`config.mk`:
```
export PLATFORM = sky130hd
export DESIGN_NAME = efb_wb_arbiter
export DESIGN_NICKNAME = d
export VERILOG_FILES = /design/src/rtl/efb_wb_arbiter_pkg.sv /design/src/rtl/efb_wb_arbiter.sv
export SDC_FILE = /design/constraint.sdc
export NUM_CORES = 1
export LEC_CHECK = 0
export CORE_UTILIZATION = 40
export CTS_BUF_LIST = sky130_fd_sc_hd__clkbuf_8
export DETAILED_ROUTE_END_ITERATION = 6
export PLACE_DENSITY = 0.82
export SLEW_MARGIN = 10
export SYNTH_ARGS = -nofsm -noshare
export SYNTH_HDL_FRONTEND = slang
export SYNTH_SLANG_ARGS = --single-unit
export TNS_END_PERCENT = 50
```
`constraint.sdc`:
```
create_clock -name clk -period 2.3 [get_ports clk]
set_clock_uncertainty 0.05 [all_clocks]
set_input_delay 0.345 -clock clk [delete_from_list [all_inputs] [get_ports clk]]
set_output_delay 0.345 -clock clk [all_outputs]
set_load 0.02 [all_outputs]
```
`src/rtl/efb_wb_arbiter_pkg.sv`:
```
// Shared definitions for the two-master Wishbone arbiter in front of the EFB:
// arbiter state encoding, config-register constants and a grant helper.
package efb_wb_arbiter_pkg;

    typedef enum logic [1:0] {
        ST_IDLE = 2'd0,
        ST_BUSY = 2'd1,
        ST_HOLD = 2'd2
    } arb_state_e;

    localparam logic [7:0] CFGCR_ADR  = 8'h70;
    localparam int         CFG_EN_BIT = 7;

    function automatic logic [1:0] owner_onehot(input logic owner);
        return owner ? 2'b10 : 2'b01;
    endfunction

endpackage

```
`src/rtl/efb_wb_arbiter.sv`:
```
// Two-master Wishbone classic arbiter for the EFB port. A master that opens a
// config frame keeps the bus locked between cycles until it closes or times out.
module efb_wb_arbiter
    import efb_wb_arbiter_pkg::*;
#(
    parameter int ACK_TIMEOUT  = 64,
    parameter int HOLD_TIMEOUT = 1024
) (
    input  logic       clk,
    input  logic       rst,

    input  logic       m0_cyc_i,
    input  logic       m0_stb_i,
    input  logic       m0_we_i,
    input  logic [7:0] m0_adr_i,
    input  logic [7:0] m0_dat_i,
    output logic [7:0] m0_dat_o,
    output logic       m0_ack_o,
    output logic       m0_err_o,

    input  logic       m1_cyc_i,
    input  logic       m1_stb_i,
    input  logic       m1_we_i,
    input  logic [7:0] m1_adr_i,
    input  logic [7:0] m1_dat_i,
    output logic [7:0] m1_dat_o,
    output logic       m1_ack_o,
    output logic       m1_err_o,

    output logic       efb_cyc_o,
    output logic       efb_stb_o,
    output logic       efb_we_o,
    output logic [7:0] efb_adr_o,
    output logic [7:0] efb_dat_o,
    input  logic [7:0] efb_dat_i,
    input  logic       efb_ack_i,

    output logic [1:0] grant,
    output logic       lock_timeout
);

    localparam int ACK_W  = $clog2(ACK_TIMEOUT + 1);
    localparam int HOLD_W = $clog2(HOLD_TIMEOUT + 1);
    localparam logic [ACK_W-1:0]  ACK_LAST  = ACK_W'(ACK_TIMEOUT - 1);
    localparam logic [HOLD_W-1:0] HOLD_LAST = HOLD_W'(HOLD_TIMEOUT - 1);

    arb_state_e        state_q, state_d;
    logic              owner_q, owner_d;
    logic              last_q, last_d;
    logic              frame_q, frame_d;
    logic              lock_q, lock_d;
    logic [ACK_W-1:0]  ack_cnt_q, ack_cnt_d;
    logic [HOLD_W-1:0] hold_cnt_q, hold_cnt_d;

    logic       own_cyc;
    logic       own_stb;
    logic       own_we;
    logic [7:0] own_adr;
    logic [7:0] own_dat;
    logic       busy;
    logic       bus_ack;
    logic       ack_to;
    logic       cfg_wr;

    always_ff @(posedge clk) begin
        if (rst) begin
            state_q    <= ST_IDLE;
            owner_q    <= 1'b0;
            last_q     <= 1'b1;
            frame_q    <= 1'b0;
            lock_q     <= 1'b0;
            ack_cnt_q  <= '0;
            hold_cnt_q <= '0;
        end else begin
            state_q    <= state_d;
            owner_q    <= owner_d;
            last_q     <= last_d;
            frame_q    <= frame_d;
            lock_q     <= lock_d;
            ack_cnt_q  <= ack_cnt_d;
            hold_cnt_q <= hold_cnt_d;
        end
    end

    always_comb begin
        own_cyc = owner_q ? m1_cyc_i : m0_cyc_i;
        own_stb = owner_q ? m1_stb_i : m0_stb_i;
        own_we  = owner_q ? m1_we_i  : m0_we_i;
        own_adr = owner_q ? m1_adr_i : m0_adr_i;
        own_dat = owner_q ? m1_dat_i : m0_dat_i;
        busy    = (state_q == ST_BUSY);
        bus_ack = busy && own_stb && efb_ack_i;
        // An ack arriving on the last allowed cycle still wins over the timeout.
        ack_to  = busy && own_stb && !efb_ack_i && (ack_cnt_q == ACK_LAST);
        cfg_wr  = bus_ack && own_we && (own_adr == CFGCR_ADR);
    end

    always_comb begin
        state_d    = state_q;
        owner_d    = owner_q;
        last_d     = last_q;
        frame_d    = frame_q;
        lock_d     = 1'b0;
        ack_cnt_d  = '0;
        hold_cnt_d = '0;

        if (cfg_wr) begin
            frame_d = own_dat[CFG_EN_BIT];
        end

        case (state_q)
            ST_IDLE: begin
                if (m0_cyc_i || m1_cyc_i) begin
                    state_d = ST_BUSY;
                    owner_d = (m0_cyc_i && m1_cyc_i) ? !last_q : m1_cyc_i;
                    last_d  = owner_d;
                end
            end
            ST_BUSY: begin
                // frame_d already reflects a close write landing in this same cycle.
                if (!own_cyc) begin
                    state_d = frame_d ? ST_HOLD : ST_IDLE;
                end
            end
            ST_HOLD: begin
                if (own_cyc) begin
                    state_d = ST_BUSY;
                end else if (hold_cnt_q == HOLD_LAST) begin
                    state_d = ST_IDLE;
                    frame_d = 1'b0;
                    lock_d  = 1'b1;
                end
            end
            default: begin
                state_d = ST_IDLE;
                frame_d = 1'b0;
            end
        endcase

        if (busy && own_stb && !efb_ack_i && !ack_to && (ack_cnt_q != '1)) begin
            ack_cnt_d = ack_cnt_q + ACK_W'(1);
        end else if (busy && own_stb && !efb_ack_i && !ack_to) begin
            ack_cnt_d = ack_cnt_q;
        end

        if (state_q == ST_HOLD && state_d == ST_HOLD) begin
            hold_cnt_d = (hold_cnt_q != '1) ? hold_cnt_q + HOLD_W'(1) : hold_cnt_q;
        end
    end

    always_comb begin
        grant        = (state_q == ST_IDLE) ? 2'b00 : owner_onehot(owner_q);
        lock_timeout = lock_q;

        m0_dat_o = efb_dat_i;
        m1_dat_o = efb_dat_i;
        m0_ack_o = efb_ack_i && grant[0] && m0_stb_i;
        m1_ack_o = efb_ack_i && grant[1] && m1_stb_i;
        m0_err_o = ack_to && !owner_q;
        m1_err_o = ack_to && owner_q;

        efb_cyc_o = 1'b0;
        efb_stb_o = 1'b0;
        efb_we_o  = 1'b0;
        efb_adr_o = 8'h00;
        efb_dat_o = 8'h00;
        if (busy) begin
            efb_cyc_o = own_cyc;
            efb_stb_o = own_stb && !ack_to;
            efb_we_o  = own_we;
            efb_adr_o = own_adr;
            efb_dat_o = own_dat;
        end
    end

endmodule

```
==> out/metrics.csv, run 1 <==
metric,value,unit
grt_pass1_vias,1498,
grt_max_degree,28,
final_antenna_net_count,0,
p_per_area,409,nW/um^2
start_kind,input pin,
core,4000,um^2
cpMaxStageDelayCell,clkdlybuf4s50_1,
synthTopCellsByArea,"dfxtp_1 29%, mux2i_1 11%, buf_4 7.6%",
switching_share,26.1,%
finalSetupViolations,0,
io_buffers,66,
dp_cells,311,
worst-path-max-fanout,4,
tightest_slew,0.616,ns
ys_types,48,
hp-class,reg2reg,
regArea,480,um^2
hold_depth,1,
grtUsageTotal,19.3,%
cpLargestDelayFamily,buffers and inverters,
routed_wl,4.05,mm
ir_drop,0.235,mV
crit_buf_inv,2,
wl_per_cell,12.8,um
ys.flop_type,dfxtp_1,
power_report.internal_total,0.000728,W
timing.rr.end,state_q[1],
finalNonFillerCells,315,
fin_crit,2.25,ns
crit_chain,"clkdlybuf4s50_1, mux2i_1, or3_4, nor4_1, dlygate4sd2_1",
ios,91,
fin_util,60.2,%
overflow,0,
placed_area,2340,um^2
hold_violations,0,
diodes,0,
synth_top_area_share,28.8,%
grt_pass1_wl,6.65,mm
syn_area_per_cell,8.15,um^2
crit_arrival,1.86,ns
yosysTopAreaCell,dfxtp_1,
post-route-cell-area,2410,um^2
cp-end-kind,output pin,
clockBufferDepth,2,
slew_headroom,58.6,%
die_y,66.6,um
rr_worst_depth,5,
synth-seq-cells,24,
htreeDepth,1,
p_seq_share,43.1,%
syn_nets,256,
clk_pin_slew,0.08,ns
setup_ws,0.0451,ns
p_clk_share,29.1,%
finalPower,0.000985,W
cap_violations,0,
clock-sinks,24,
synthCells,205,
final_cell_mix,"59 x clkdlybuf4s50_1, 34 x nor2_1, 24 x dfxtp_1",
drt-initial-drc-count,76,
finalMaxSlewViolations,0,
period_share,98.0,%
clk_latency,0.27,ns
cts_buffers,3,
async_reset_ff_share,0,%
yosys_warnings,0,
p_sw,0.000257,W
num_vias,1620,
cts_tree,yes,
synth-edff-count,0,
die_w,66.6,um
cp.required,1.90,ns
hp-start,ack_cnt_q[0],
total_leakage_power,0.930,nW
nFillCells,352,
drive_gt1_share,11.7,%
worstReg2RegStart,hold_cnt_q[0],
hold_path_end,ack_cnt_q[0],
antenna_found_initial,0,
areaGrowthSynthToFinish,44.2,%
rsz0062_at_grt,true,
combPwrFrac,27.8,%
holdBufCountCts,0,
max_stage_delay,0.49,ns
start_util,41.8,%
outcome,finished clean,
crit_type,in2out,
rrSetupSlack,0.31,ns
hpwl,3.20,mm
die-area,4440,um^2
nets,317,
drt_pre_antenna_iters,4,
via_per_inst,5.14,
gp_congestion,0.812,
drc_errors,0,
multi_input_area,1020,um^2
timing.fmax,0.443,GHz
cts-root-buf,clkbuf_8,
place_ws,-0.269,ns
ys_seq_area_share,28.8,%
netlist_area,1670,um^2
final_common_cell,clkdlybuf4s50_1,
row_count,23,
[what timing repair did]
item                                    4_1_cts  5_1_grt
gates resized for setup                       5        5
setup buffers                                 0        0
endpoints found under the hold margin         0        0
endpoints found under the setup margin        5        6
[power by group through the flow]
stage               registers [W]  logic (W)  clock network [W]
floorplan                0.000432   0.000159                  0
global placement         0.000434   0.000271                  0
detailed placement       0.000434   0.000274                  0
CTS                      0.000424   0.000274           0.000290
global route             0.000425   0.000294           0.000308
finish                   0.000424   0.000274           0.000287
[stage by stage]
step           hold WS [ns]  TNS, ns
6_report              0.459        0
5_1_grt               0.479  -0.0128
4_1_cts               0.454        0
3_5_place_dp          0.441   -0.712
3_3_place_gp          0.419   -0.608
2_1_floorplan         0.367        0
[how the worst max path moves through the flow]
stage / from / to / slack (ns) / depth (start not counted)
final: m1_stb_i / m1_err_o / 0.05 / 5
after global routing: m1_stb_i / efb_stb_o / -0.01 / 6
after CTS: m1_stb_i / m0_err_o / 0.02 / 5
after detailed placement: m1_stb_i / m1_err_o / -0.27 / 5
after global placement: m1_stb_i / m0_err_o / -0.23 / 5
after floorplan: owner_q / m0_err_o / 0.28 / 4
[sequential cells by signal, summed over array words and instances, names as in the netlist]
name / cells
owner_q: 1
state_q: 2
ack_cnt_q: 7
lock_timeout: 1
last_q: 1
frame_q: 1
hold_cnt_q: 11
[layout make-up]
type / count / area share [%]
inverters: 5 / 0.779
flip-flops and latches: 24 / 19.9
repair buffers: 79 / 32.0
clock buffers: 4 / 2.29
multi-input cells: 153 / 42.4
well taps: 50 / 2.60
[cell families after synthesis]
| group | Yosys count | share of synthesized area, % |
|---|---|---|
| multiplexers | 21 | 12.7 |
| AND/OR/NAND/NOR | 90 | 28.9 |
| XOR/XNOR | 9 | 4.72 |
| AO/OA/AOI/OAI | 31 | 12.7 |
| buffers and inverters | 28 | 10.6 |
| adder cells (fa/ha/maj) | 2 | 1.50 |
| flip-flops | 24 | 28.8 |
[cell usage after synthesis, types with 2 or more instances]
master	instances
nand2_1	12
o211a_1	2
a21oi_1	9
nor3_1	7
mux2i_1	19
dfxtp_1	24
nor2_1	34
or3_1	2
or2_2	2
o21ai_0	3
inv_1	5
xnor2_1	6
ha_1	2
xor2_1	3
and2_1	4
and3_1	3
a311oi_1	2
buf_4	17
o31ai_1	3
nor4_1	3
a31oi_1	3
nand3b_1	2
clkbuf_1	4
a211oi_1	3
mux2_2	2
nand3_1	6
nor4b_1	2
[layer usage]
layer	up-vias	global-route usage (%)	routed length [um]
met5	-	0	0
met4	0	9.31	87
met3	10	3.94	208
met2	45	33.2	2020
met1	733	22.5	1730
li1	832	-	-
(Power assumes the default switching activity.)
==> run 2, diff against run 1 <==
==> constraint.sdc (replaced) <==
create_clock -name clk -period 2.1 [get_ports clk]
set_clock_uncertainty 0.05 [all_clocks]
set_input_delay 0.315 -clock clk [delete_from_list [all_inputs] [get_ports clk]]
set_output_delay 0.315 -clock clk [all_outputs]
set_load 0.02 [all_outputs]
==> run 2 against run 1 <==
The run now ends with negative setup slack left; global-route usage is 0.82 points higher; sequential power is 9.4% higher; die area stayed put; clock power is 8.4% lower.
==> out/metrics.csv, run 2 (same netlist as run 1, synthesis figures left out) <==
metric,value,unit,change
die_y,66.6,um,unchanged
timing.fmax,0.473,GHz,
final_antenna_net_count,0,,unchanged
post-route-cell-area,2450,um^2,+1.7%
crit_arrival,1.75,ns,-0.11 ns
drive_gt1_share,16.1,%,+4.4 points
p_per_area,419,nW/um^2,+2.4%
largest_reg_flops,11,,unchanged
wl_per_cell,13.2,um,+3.0%
multi_input_area,1030,um^2,+0.98%
switching_share,26.8,%,+0.72 points
nets,326,,+2.8%
combPwrFrac,29.2,%,+1.4 points
start_util,41.8,%,unchanged
die_w,66.6,um,unchanged
cts_buffers,3,,unchanged
clock-sinks,24,,unchanged
worstReg2RegStart,hold_cnt_q[0],,
place_ws,-0.421,ns,-0.152 ns
dr_wl_met3,198,um,-4.8%
die-area,4440,um^2,unchanged
overflow,0,,unchanged
cts_tree,yes,,
ir_drop,0.248,mV,+5.6%
grtUsageTotal,20.1,%,+0.82 points
tightest_slew,0.484,ns,-0.133 ns
wl_met2,2.11,mm,+4.2%
cp.required,1.74,ns,-0.16 ns
grt_pass1_vias,1555,,+3.8%
drc_errors,0,,unchanged
core,4000,um^2,unchanged
htreeDepth,1,,unchanged
routed_wl,4.28,mm,+5.7%
outcome,"finished, violations left",,
cap_violations,0,,unchanged
total_leakage_power,1.07,nW,+15%
start_kind,input pin,,
nFillCells,334,,-5.1%
num_vias,1647,,+1.7%
final_common_cell,clkdlybuf4s50_1,,
hold_depth,1,,unchanged
cts-root-buf,clkbuf_8,,
top_layer,met4,,
fin_crit,2.11,ns,
drt_pre_antenna_iters,4,,unchanged
regArea,480,um^2,unchanged
hpwl,3.33,mm,+4.1%
whs,0.458,ns,-0.000653 ns
cp-end-kind,output pin,,
worst-path-max-fanout,4,,unchanged
io_buffers,66,,unchanged
grt_max_degree,22,,-21%
hold_violations,0,,unchanged
slew_headroom,67.4,%,+8.8 points
gp_congestion,0.846,,+4.3%
finalSetupViolations,1,,+1
clockBufferDepth,2,,unchanged
ios,91,,unchanged
power_report.internal_total,0.000751,W,+3.2%
rrSetupSlack,0.18,ns,-0.13 ns
largest-register,hold_cnt_q,,
p_sw,0.000276,W,+7.1%
placed_area,2400,um^2,+2.3%
rr_worst_depth,5,,unchanged
drt-initial-drc-count,49,,-36%
hold_path_end,hold_cnt_q[10],,
row_count,23,,unchanged
timing.rr.end,state_q[1],,
finalPower,0.00103,W,+4.2%
via_per_inst,5.10,,-0.85%
m1WireLength,1.90,mm,+9.9%
finalMaxSlewViolations,0,,unchanged
top_regs,"hold_cnt_q x11, ack_cnt_q x7, state_q x2",,
clk_pin_slew,0.08,ns,about the same
areaGrowthSynthToFinish,46.7,%,
clk_latency,0.26,ns,about the same
p_seq_share,45.2,%,+2.1 points
hp-class,reg2reg,,
diodes,0,,unchanged
grt_pass1_wl,7.00,mm,+5.2%
setup_ws,-0.0131,ns,-0.0582 ns
final_cell_mix,"41 x clkdlybuf4s50_1, 34 x nor2_1, 24 x dfxtp_1",,
hp-start,hold_cnt_q[10],,
rsz0062_at_grt,true,,
fin_util,61.2,%,+1.0 points
p_clk_share,25.6,%,-3.5 points
violations,negative setup slack,,
period_share,101,%,
antenna_found_initial,0,,unchanged
crit_type,in2out,,
-- run 2: changes by cell type in the layout (fill, tap and decap cells not counted), sizes merged --
cell,before,now
clkbuf,4,3
dlymetal6s2s,2,6
buf,13,25
clkdlybuf4s50,59,41
dlygate4sd2,4,16
clkdlybuf4s15,1,0
-- run 2: worst max-delay path by stage --
stage	start	endpoint	slack, ns	depth (start not counted)
floorplan	owner_q	m0_err_o	0.11	4
global placement	m1_stb_i	m0_err_o	-0.37	5
detailed placement	m0_stb_i	m1_err_o	-0.42	5
CTS	m1_stb_i	m0_err_o	-0.09	5
global route	m1_stb_i	m0_err_o	-0.16	5
finish	m1_stb_i	m0_err_o	-0.01	5
-- run 2: cell type report --
class,instances,area share (%)
Sequential cell,24,19.6
Timing Repair Buffer,88,33.3
Clock buffer,3,1.69
Multi-Input combinational cell,153,42.1
Tap cell,50,2.55
Inverter,5,0.766
-- run 2: worst max-delay path, cell delays in order --
cell	delay, ns
clkdlybuf4s50_1	0.48
mux2i_1	0.11
or3_4	0.36
nor4_1	0.26
buf_2	0.22
-- run 2: power by group through the flow --
stage,sequential (W),clock (W),combinational (W)
4_1_cts,0.000464,0.000268,0.000298
3_5_place_dp,0.000474,0,0.000308
2_1_floorplan,0.000474,0,0.000174
3_3_place_gp,0.000474,0,0.000304
5_1_grt,0.000465,0.000288,0.000321
6_report,0.000464,0.000263,0.000300
-- run 2: what timing repair did --
item,CTS,global route
hold buffers,0,0
gates resized for setup,32,12
endpoints found under the hold margin,0,0
setup buffers,0,0
endpoints found under the setup margin,23,12
-- run 2: per-layer routing --
metal	GRT usage, %	vias to the layer above
li1	-	850
met1	24.2	739
met2	35.6	52
met3	2.74	6
met4	7.71	0
met5	0	-
-- run 2: per-stage QoR --
step                      instances  TNS, ns
after floorplan                 205        0
after global routing            323   -0.218
after detailed placement        320    -1.17
after CTS                       323  -0.0947
after global placement          320    -1.01
final                           323  -0.0131
